### config.mk
export PLATFORM = sky130hd
export DESIGN_NAME = dma_xfer_ctrl
export DESIGN_NICKNAME = d
export VERILOG_FILES = /design/src/rtl/dma_xfer_ctrl_pkg.sv /design/src/rtl/dma_xfer_ctrl_fifo.sv /design/src/rtl/dma_xfer_ctrl.sv
export SDC_FILE = /design/constraint.sdc
export NUM_CORES = 1
export LEC_CHECK = 0
export ABC_CLOCK_PERIOD_IN_PS = 3700
export BUFFER_PORTS_ARGS = -buffer_cell sky130_fd_sc_hd__buf_4
export CORE_MARGIN = 4
export CORE_UTILIZATION = 56
export CTS_CLUSTER_DIAMETER = 50
export DETAILED_ROUTE_END_ITERATION = 6
export GPL_TIMING_DRIVEN = 0
export PLACE_DENSITY = 0.8
export SLEW_MARGIN = 20
export SYNTH_ARGS = -nofsm -noshare
export SYNTH_HDL_FRONTEND = slang
export SYNTH_SLANG_ARGS = --single-unit
### constraint.sdc
create_clock -name clk -period 3.7 [get_ports clk]
set_input_delay 0 -clock clk [delete_from_list [all_inputs] [get_ports clk]]
set_output_delay 0 -clock clk [all_outputs]
set_load 0.05 [all_outputs]
### src/rtl/dma_xfer_ctrl_pkg.sv
// Shared types and constants for the DMA transfer controller.
// Optional feature: DMA_XFER_TIMEOUT_EN enables the bus-grant timeout.
package dma_xfer_ctrl_pkg;

  typedef enum logic [2:0] {
    ST_IDLE,
    ST_WAIT_FIFO,
    ST_REQ,
    ST_BURST,
    ST_SECT_END,
    ST_FINISH
  } state_t;

  localparam int DEF_FIFO_DEPTH   = 8;
  localparam int DEF_SECTOR_WORDS = 256;
  localparam int TIMEOUT_LIMIT    = 255;
  localparam int WORD_W           = 16;

endpackage

### src/rtl/dma_xfer_ctrl_fifo.sv
// dma_word_fifo: word FIFO between data_io and the memory bus.
// Push while full and pop while empty are dropped; flush empties it.
module dma_word_fifo
  import dma_xfer_ctrl_pkg::*;
#(
  parameter  int DEPTH = DEF_FIFO_DEPTH,
  parameter  int WIDTH = WORD_W,
  localparam int CNT_W = $clog2(DEPTH + 1)
) (
  input  logic             clk,
  input  logic             reset_n,
  input  logic             flush,
  input  logic             push,
  input  logic [WIDTH-1:0] push_data,
  input  logic             pop,
  output logic [WIDTH-1:0] head,
  output logic             full,
  output logic             empty,
  output logic [CNT_W-1:0] count
);

  localparam int PTR_W = (DEPTH > 1) ? $clog2(DEPTH) : 1;

  logic [WIDTH-1:0] mem [DEPTH];
  logic [PTR_W-1:0] wr_ptr;
  logic [PTR_W-1:0] rd_ptr;
  logic             do_push;
  logic             do_pop;

  assign full    = (count == CNT_W'(DEPTH));
  assign empty   = (count == '0);
  assign do_push = push && !full;
  assign do_pop  = pop && !empty;
  assign head    = mem[rd_ptr];

  function automatic logic [PTR_W-1:0] ptr_inc(input logic [PTR_W-1:0] p);
    return (p == PTR_W'(DEPTH - 1)) ? '0 : p + PTR_W'(1);
  endfunction

  // Store pushed words.
  // NOTE: the storage array is deliberately not reset; count and pointers alone say which entries are valid.
  always_ff @(posedge clk) begin
    if (do_push && !flush) mem[wr_ptr] <= push_data;
  end

  // Pointer and occupancy bookkeeping; push+pop together keeps count.
  // NOTE: sequential state uses non-blocking assignments so every register samples pre-edge values.
  always_ff @(posedge clk) begin
    if (!reset_n || flush) begin
      wr_ptr <= '0;
      rd_ptr <= '0;
      count  <= '0;
    end else begin
      if (do_push) wr_ptr <= ptr_inc(wr_ptr);
      if (do_pop)  rd_ptr <= ptr_inc(rd_ptr);
      case ({do_push, do_pop})
        2'b10:   count <= count + CNT_W'(1);
        2'b01:   count <= count - CNT_W'(1);
        default: ;
      endcase
    end
  end

endmodule

### src/rtl/dma_xfer_ctrl.sv
// dma_xfer_ctrl: sector DMA between data_io and RAM in FIFO_DEPTH-word bursts.
// Define DMA_XFER_TIMEOUT_EN to abort (and flag err) after TIMEOUT_LIMIT
// cycles in REQ without bus_grant; otherwise REQ waits forever and err=0.
module dma_xfer_ctrl
  import dma_xfer_ctrl_pkg::*;
#(
  parameter int FIFO_DEPTH   = DEF_FIFO_DEPTH,
  parameter int SECTOR_WORDS = DEF_SECTOR_WORDS
) (
  input  logic        clk,
  input  logic        reset_n,
  input  logic        start,
  input  logic        dir,
  input  logic [23:0] base_in,
  input  logic [7:0]  scnt_in,
  input  logic        abort,
  input  logic        dio_wr,
  input  logic [15:0] dio_wdata,
  input  logic        dio_rd,
  output logic [15:0] dio_rdata,
  output logic        dio_ready,
  output logic        bus_req,
  input  logic        bus_grant,
  output logic [22:0] ram_addr,
  output logic        ram_we,
  output logic [15:0] ram_dout,
  input  logic [15:0] ram_din,
  input  logic        ram_ack,
  output logic        busy,
  output logic        done,
  output logic [23:0] cur_addr,
  output logic [7:0]  cur_scnt,
  output logic        err
);

  localparam int CNT_W  = $clog2(FIFO_DEPTH + 1);
  localparam int BEAT_W = (FIFO_DEPTH > 1) ? $clog2(FIFO_DEPTH) : 1;
  localparam int WCNT_W = $clog2(SECTOR_WORDS + 1);

  state_t             state, state_nxt;
  logic               dir_r;
  logic [BEAT_W-1:0]  beat_cnt;
  logic [WCNT_W-1:0]  word_cnt;
  logic [WCNT_W-1:0]  word_cnt_inc;
  logic               abort_pend;
  logic               take_start, beat_ack, sect_dec, go_idle, fifo_flush;
  logic               fifo_full, fifo_empty;
  logic [CNT_W-1:0]   fifo_count;
  logic [15:0]        fifo_head;
`ifdef DMA_XFER_TIMEOUT_EN
  logic [7:0]         tmo_cnt;
  logic               tmo_hit;
  logic               err_r;
`endif

  assign word_cnt_inc = word_cnt + WCNT_W'(1);
  assign busy         = (state != ST_IDLE);
  assign bus_req      = (state == ST_REQ) || (state == ST_BURST);
  assign ram_we       = (state == ST_BURST) && !dir_r;
  assign ram_addr     = cur_addr[23:1];
  assign ram_dout     = fifo_head;
  assign dio_rdata    = fifo_head;
  assign dio_ready    = busy && (dir_r ? !fifo_empty : !fifo_full);

  dma_word_fifo #(.DEPTH(FIFO_DEPTH), .WIDTH(WORD_W)) u_fifo (
    .clk       (clk),
    .reset_n   (reset_n),
    .flush     (fifo_flush),
    .push      (dir_r ? beat_ack : (busy && dio_wr)),
    .push_data (dir_r ? ram_din : dio_wdata),
    .pop       (dir_r ? (busy && dio_rd) : beat_ack),
    .head      (fifo_head),
    .full      (fifo_full),
    .empty     (fifo_empty),
    .count     (fifo_count)
  );

  // Next-state and per-cycle strobes.
  // NOTE: every output of this block gets a default first so no latch can be inferred.
  always_comb begin
    state_nxt  = state;
    take_start = 1'b0;
    beat_ack   = 1'b0;
    sect_dec   = 1'b0;
    go_idle    = 1'b0;
    fifo_flush = 1'b0;
    done       = 1'b0;
`ifdef DMA_XFER_TIMEOUT_EN
    tmo_hit    = 1'b0;
`endif
    unique case (state)
      ST_IDLE: if (start) begin
        take_start = 1'b1;
        fifo_flush = 1'b1;
        state_nxt  = (scnt_in == '0) ? ST_FINISH : ST_WAIT_FIFO;
      end
      ST_WAIT_FIFO: begin
        if (abort) go_idle = 1'b1;
        else if (dir_r ? (fifo_count == '0) : (fifo_count == CNT_W'(FIFO_DEPTH)))
          state_nxt = ST_REQ;
      end
      ST_REQ: begin
        if (abort) go_idle = 1'b1;
        else if (bus_grant) state_nxt = ST_BURST;
`ifdef DMA_XFER_TIMEOUT_EN
        else if (tmo_cnt == 8'(TIMEOUT_LIMIT - 1)) begin
          tmo_hit = 1'b1;
          go_idle = 1'b1;
        end
`endif
      end
      // An abort here is held until the outstanding word completes.
      ST_BURST: if (ram_ack) begin
        beat_ack = 1'b1;
        if (abort || abort_pend) go_idle = 1'b1;
        else if (beat_cnt == BEAT_W'(FIFO_DEPTH - 1))
          state_nxt = (word_cnt_inc == WCNT_W'(SECTOR_WORDS)) ? ST_SECT_END : ST_WAIT_FIFO;
      end
      ST_SECT_END: begin
        if (abort) go_idle = 1'b1;
        else begin
          sect_dec  = 1'b1;
          state_nxt = (cur_scnt <= 8'd1) ? ST_FINISH : ST_WAIT_FIFO;
        end
      end
      // A RAM->disk transfer finishes only once data_io has drained the FIFO.
      ST_FINISH: begin
        if (abort) go_idle = 1'b1;
        else if (!dir_r || fifo_empty) begin
          done      = 1'b1;
          state_nxt = ST_IDLE;
        end
      end
      default: state_nxt = ST_IDLE;
    endcase
    if (go_idle) begin
      state_nxt  = ST_IDLE;
      fifo_flush = 1'b1;
    end
  end

  // State register and transfer bookkeeping.
  always_ff @(posedge clk) begin
    if (!reset_n) begin
      state      <= ST_IDLE;
      dir_r      <= 1'b0;
      cur_addr   <= '0;
      cur_scnt   <= '0;
      beat_cnt   <= '0;
      word_cnt   <= '0;
      abort_pend <= 1'b0;
    end else begin
      state      <= state_nxt;
      abort_pend <= (state_nxt == ST_BURST) && (abort_pend || abort);
      if (take_start) begin
        dir_r    <= dir;
        cur_addr <= base_in & 24'hFFFFFE;
        cur_scnt <= scnt_in;
        beat_cnt <= '0;
        word_cnt <= '0;
      end
      if (beat_ack) begin
        cur_addr <= cur_addr + 24'd2;
        word_cnt <= word_cnt_inc;
        beat_cnt <= (beat_cnt == BEAT_W'(FIFO_DEPTH - 1)) ? '0 : beat_cnt + BEAT_W'(1);
      end
      if (sect_dec) begin
        cur_scnt <= (cur_scnt != '0) ? cur_scnt - 8'd1 : '0;
        word_cnt <= '0;
      end
    end
  end

`ifdef DMA_XFER_TIMEOUT_EN
  // Grant-wait counter and sticky timeout flag.
  always_ff @(posedge clk) begin
    if (!reset_n) begin
      tmo_cnt <= '0;
      err_r   <= 1'b0;
    end else begin
      tmo_cnt <= (state == ST_REQ) ? tmo_cnt + 8'd1 : '0;
      if (take_start)   err_r <= 1'b0;
      else if (tmo_hit) err_r <= 1'b1;
    end
  end
  assign err = err_r;
`else
  assign err = 1'b0;
`endif

endmodule

[Word level (Yosys, flattened, before mapping)]
Memories as Yosys holds them, arrays and structs flattened. A register that Yosys moved wholly into a read port is not among the register bits.
Cells that the tools add are included.
Storage, ports and cells
  RAM bits: 128
  register bits after elaboration: 59
  output and inout bits: 93
  bits of input ports: 73
  memory bits (read-only): 0
  latch bits: 0
  memories: 1
  logic and storage cells: 113
Operators by class
  bitwise operators: 1
  shift operators: 0
  magnitude comparators: 1
  add/subtract/negate cells: 8
  multipliers: 0
  divide/modulo/power cells: 0
  equal/unequal tests: 13
  reductions and logical operators: 27
  mux-type cells: 52
Memory list
  u_fifo.mem: depth 8, bits a word 16, read ports 1, clocked after memory_dff 1, write ports 1, line dma_xfer_ctrl_fifo.sv:24  | logic [WIDTH-1:0] mem [DEPTH];
Operators by type and width (count)
  3-bit 2-to-1 mux: 22
  24-bit 2-to-1 mux: 2
  24-bit by 2-bit adder with 24-bit output, second input constant: 1
  8-bit 2-to-1 mux: 3
  1-bit 2-to-1 mux: 19
  9-bit 2-to-1 mux: 2
  3-bit one-hot mux with 6 select lines: 1
  16-bit 2-to-1 mux: 1
  3-bit == test, second input constant: 5
  3-bit by 1-bit adder with 3-bit output, second input constant: 3
  9-bit by 1-bit adder with 9-bit output, second input constant: 1
  3-bit by 2-bit == test with 1-bit output, second input constant: 3
  9-bit == test, second input constant: 1
  8-bit by 1-bit <= comparator with 1-bit output, second input constant: 1
  1-bit logical AND: 8
  8-bit zero test: 1
  4-bit one-hot mux with 2 select lines: 1
  8-bit nonzero test: 1
  8-bit by 1-bit subtractor with 8-bit output, second input constant: 1
  2-bit nonzero test: 3
  1-bit zero test: 5
  4-bit by 1-bit adder with 4-bit output, second input constant: 1
  4-bit == test, second input constant: 1
  4-bit zero test: 1
  11 further kinds: 14

[Longest topological paths before layout]
  depth after elaboration: 10
  gate-level depth with buffers: 12
  gate-level depth less buffers: 11

[Cells and area by module]
A second synthesis with hierarchy kept.
Second synthesis, totals
  cell total of the unflattened synthesis: 717
  area, all modules: 8986.1 µm²
By module, submodules not included
  dma_word_fifo: cells an instance 266, instances 1, sequential area each 4103.9 µm², area an instance 5494.0 µm²
  dma_xfer_ctrl: cells an instance 451, instances 1, sequential area each 960.9 µm², area an instance 3492.1 µm²

[Worst setup path before layout]
Ideal clock, no wire load.
  path type: register -> register
  start point: register state[0]
  end point: memory u_fifo.mem[1][0] (netlist bit) (enable)
  required time: 3.291 ns
  arrival time: 2.731 ns
  buffers on the path: 1
  path slack: 0.560 ns
  cell stages (with the launch flop): 7
  cell sequence: dfxtp_1 buf_4 nor3_1 inv_1 o221ai_1 nand3_1 nor3_1
On the way
  elaborated cells between the ends (all ways): 19
  those cells by class: eq/ne: 5; mux: 7; reduce/logical: 7
RTL lines
  start, declared: line dma_xfer_ctrl.sv:40  | state_t state, state_nxt;
  start signal, assigned: line dma_xfer_ctrl.sv:153  | state <= state_nxt;
  3-bit nonzero test: line dma_xfer_ctrl.sv:57  | assign busy = (state != ST_IDLE);
  via busy: line dma_xfer_ctrl.sv:29  | output logic busy,
  1-bit logical AND: line dma_xfer_ctrl.sv:69  | .push (dir_r ? beat_ack : (busy && dio_wr)),
  1-bit 2-to-1 mux: line dma_xfer_ctrl.sv:69
  1-bit logical AND: line dma_xfer_ctrl_fifo.sv:32  | assign do_push = push && !full;
  1-bit logical AND: line dma_xfer_ctrl_fifo.sv:43  | if (do_push && !flush) mem[wr_ptr] <= push_data;
  1-bit 2-to-1 mux: line dma_xfer_ctrl_fifo.sv:43
  1-bit 2-to-1 mux (implied by the code): line dma_xfer_ctrl_fifo.sv:43
  end, declared: line dma_xfer_ctrl_fifo.sv:24
The timed path passes the listed nets, and every way through them passes these cells.

[Worst setup path in the final report]
  start point: register dir_r
  end point: memory u_fifo.mem[0][14] (netlist bit), data pin
On the way
  longest elaborated chain between the ends: 1
RTL lines
  start, declared: line dma_xfer_ctrl.sv:41  | logic dir_r;
  start signal, assigned: line dma_xfer_ctrl.sv:156  | dir_r <= dir;
  16-bit 2-to-1 mux: line dma_xfer_ctrl.sv:70  | .push_data (dir_r ? ram_din : dio_wdata),
  via u_fifo.push_data[14]: line dma_xfer_ctrl_fifo.sv:14  | input logic [WIDTH-1:0] push_data,
The timed path passes the listed nets, and every way through them passes these cells.

==> load_flow_metrics.sql <==
INSERT INTO impl_metrics (metric_group, metric, value, unit) VALUES
('sta', 'postLayoutSetupSlackWorst', '0.378', 'ns'),
('setup_path', 'cp-end-kind', 'flop', ''),
('yosys', 'ys_async_rst_share', '0', '%'),
('cells_and_area', 'flow.area_growth_from_synthesis', '31.4', '%'),
('pwr', 'irDropWorstVdd', '367', 'uV'),
('clock_tree', 'ctsResizeCount', '0', ''),
('clock_tree', 'numClockSinks', '189', ''),
('setup_path', 'worst_path_most_repeated_cell', 'sky130_fd_sc_hd__clkbuf_1', ''),
('placement', 'pre_cts_slack', '0.472', 'ns'),
('worst_hold_path', 'hold_path_startpoint', 'dio_wdata[7]', ''),
('setup_path', 'slowest_stage', 'sky130_fd_sc_hd__clkbuf_1', ''),
('yosys', 'post_synth_main_area_contributors', 'sky130_fd_sc_hd__edfxtp_1 (43%), sky130_fd_sc_hd__dfxtp_1 (14%), sky130_fd_sc_hd__mux4_2 (8.0%)', ''),
('setup_path', 'setup.worst_path.class', 'flop to flop', ''),
('yosys', 'synth-warning-count', '0', ''),
('global_routing', 'groute.layer.met3.usage', '5.51', '%'),
('setup_path', 'required', '3.84', 'ns'),
('cells_and_area', 'multi_input_combinational_cell_area', '0.00340', 'sq mm'),
('setup_path', 'critPathTopFamily', 'buffers and inverters', ''),
('detailed_routing', 'post_drt_wl_per_cell', '20.9', 'microns'),
('sta', 'finalHoldViolCount', '0', ''),
('global_routing', 'grt_util_met1', '34.6', '%'),
('worst_hold_path', 'hold_end', 'u_fifo.mem[0][7]$_DFFE_PP_', ''),
('clock_tree', 'clock_tree.root_cell', 'sky130_fd_sc_hd__clkbuf_16', ''),
('detailed_routing', 'detail_route.drc_violations', '0', ''),
('placement', 'routabilityCongestion', '0.893', ''),
('die', 'die_area', '0.0181', 'sq mm'),
('global_routing', 'gr-usage-all-layers', '28.1', '%'),
('die', 'floorplan.core_area', '0.0154', 'sq mm'),
('sta', 'timing.final.crit_period', '3.32', 'ns'),
('global_routing', 'top_usage_layer', 'met2', ''),
('yosys', 'part_of_the_yosys_area_used_for_sequential_elements', '56.6', '%'),
('detailed_routing', 'drt_iter0_markers', '693', ''),
('detailed_routing', 'detail_route.vias_per_cell', '5.98', ''),
('clock_tree', 'clock_path_buffers', '2', ''),
('yosys', 'mappedNetlistArea', '0.00895', 'sq mm'),
('detailed_routing', 'final_antenna_net_count', '0', ''),
('clock_tree', 'clock_insertion_delay_worst_skew', '0.43', 'ns'),
('run', 'drv.max_cap_violation_count', '0', ''),
('yosys', 'yosysUniqueCellTypes', '71', ''),
('pwr', 'power.static_leakage', '4.42', 'nW'),
('setup_path', 'cp.arrival', '3.46', 'ns'),
('cells_and_area', 'final_layout_size_suffix_gt1_share', '35.2', '%'),
('cells_and_area', 'register_area', '0.00506', 'sq mm'),
('setup_path', 'register_to_register_setup_slack', '0.38', 'ns'),
('setup_path', 'cp_num_buf_inv', '4', ''),
('detailed_routing', 'detail_route.wirelength', '24700', 'microns'),
('detailed_routing', 'vias', '7083', ''),
('global_routing', 'initial_antenna_violation_count', '1', ''),
('clock_tree', 'cts_hold_repair.buffers', '59', ''),
('die', 'floorplan.initialDensity', '58.0', '%'),
('worst_hold_path', 'worst_hold_path.num_cells', '2', ''),
('sta', 'tightest_slew', '0.913', 'ns'),
('yosys', 'yosys_most_used_dff', 'sky130_fd_sc_hd__edfxtp_1', ''),
('worst_hold_path', 'holdCritPathClass', 'input pin to flop', ''),
('setup_path', 'series_of_cell_instances_along_the_critical_path', 'clkbuf_1 -> clkbuf_1 -> clkbuf_1 -> mux2_2 -> dlygate4sd3_1', ''),
('die', 'fp.dieW', '134', 'microns'),
('global_routing', 'via_count_of_the_first_global_routing_pass', '7267', ''),
('clock_tree', 'cts_tree', 'done', ''),
('sta', 'timing.setup.tns', '0', 'ns'),
('cells_and_area', 'num-nets-final', '1047', ''),
('global_routing', 'overflow', '0', ''),
('run_status', 'run_status', 'complete, no violations', ''),
('yosys', 'synthDominantCellAreaShare', '42.9', '%'),
('die', 'row_count', '45', ''),
('setup_path', 'worst_r2r_startpoint', 'dir_r$_SDFFE_PN0P_', ''),
('setup_path', 'critical-path-max-stage-delay', '0.71', 'ns'),
('pwr', 'power.total', '0.00502', 'W'),
('cells_and_area', 'fin_util', '76.2', '%'),
('setup_path', 'regToRegEndpoint', 'u_fifo.mem[0][14]$_DFFE_PP_', ''),
('sta', 'timing_max_transition_violations_final', '0', ''),
('clock_tree', 'cts_made_buffers', '17', '');
metrics by stage:
step	std cells	area (sq um)	hold slack [ns]
CTS	1183	11800	0.000214
global route	1184	11800	0.00604
finish	1184	11800	0.0122
global placement	1084	10400	0.249
floorplan	712	8960	0.136
detailed placement	1092	10600	0.261
state kept, by name, summed over array words and instances (netlist names), 4 cells and up, named ones only:
signal        count
u_fifo.mem      128
cur_addr         23
word_cnt          9
cur_scnt          8
u_fifo.count      4
cells in the final DEF (no fill, tap or decap), types with 12 or more instances in the layout:
cell type                       count
sky130_fd_sc_hd__dfxtp_1           61
sky130_fd_sc_hd__mux4_2            32
sky130_fd_sc_hd__o21ai_0           20
sky130_fd_sc_hd__nor2_1            46
sky130_fd_sc_hd__a21oi_1           57
sky130_fd_sc_hd__edfxtp_1         128
sky130_fd_sc_hd__buf_4            205
sky130_fd_sc_hd__nor3_1            20
sky130_fd_sc_hd__nand2_1           41
sky130_fd_sc_hd__mux2_2            35
sky130_fd_sc_hd__clkbuf_16         17
sky130_fd_sc_hd__nand3_1           20
sky130_fd_sc_hd__clkbuf_1          26
sky130_fd_sc_hd__ha_1              14
sky130_fd_sc_hd__dlygate4sd3_1     59
sky130_fd_sc_hd__inv_1             12
cells by family (layout without fill, tap and decap cells):
family | Yosys count | in the layout | synth area share [%]
AND/OR/NAND/NOR | 205 | 205 | 12.6
flip-flops | 189 | 189 | 56.6
AO/OA/AOI/OAI | 132 | 132 | 9.14
buffers and inverters | 90 | 350 | 5.80
multiplexers | 71 | 71 | 12.9
adder cells (fa/ha/maj) | 15 | 15 | 2.18
XOR/XNOR | 8 | 8 | 0.782
other | 1 | 3 | 0.0419
layout make-up:
cell class                 instances  area share (%)
antenna                            1          0.0213
clock inverter                    14            1.53
multi-input combinational        433            28.9
inverter                          12           0.383
sequential                       189            43.1
buffer                            78            4.03
tap                              211            2.24
timing repair buffer             228            16.2
clock buffer                      18            3.65
routing by layer:
metal	vias to the layer above	wire [microns]
li1	3194	-
met1	3441	9340
met2	376	12900
met3	72	1720
met4	0	743
met5	-	0
worst max path at each step:
stage | from | end | cells after the start
final | dir_r$_SDFFE_PN0P_ | u_fifo.mem[0][14]$_DFFE_PP_ | 5
after floorplan | state[0]$_SDFF_PN0_ | u_fifo.mem[1][0]$_DFFE_PP_ | 6
after detailed placement | state[2]$_SDFF_PN0_ | u_fifo.mem[1][6]$_DFFE_PP_ | 7
after global placement | state[2]$_SDFF_PN0_ | u_fifo.mem[0][7]$_DFFE_PP_ | 6
after global routing | state[2]$_SDFF_PN0_ | u_fifo.mem[0][10]$_DFFE_PP_ | 7
after CTS | dir_r$_SDFFE_PN0P_ | u_fifo.mem[0][14]$_DFFE_PP_ | 5
Yosys cell counts (all sizes together), types with 5 or more instances:
| master | count |
|---|---|
| a211oi | 5 |
| a21oi | 57 |
| a311oi | 6 |
| a31oi | 7 |
| and3 | 6 |
| buf | 53 |
| clkbuf | 25 |
| dfxtp | 61 |
| edfxtp | 128 |
| ha | 14 |
| inv | 12 |
| mux2 | 35 |
| mux4 | 32 |
| nand2 | 41 |
| nand2b | 8 |
| nand3 | 21 |
| nand4 | 9 |
| nor2 | 52 |
| nor3 | 23 |
| nor4 | 9 |
| nor4b | 6 |
| o211ai | 5 |
| o21ai | 22 |
power by group:
part           switching, W  total [W]  leakage [nW]  internal, W
registers         0.0000560    0.00236          1.65      0.00230
logic              0.000459   0.000754          2.47     0.000295
clock network      0.000823    0.00190         0.298      0.00108
Power figures use the tool's default switching activity.
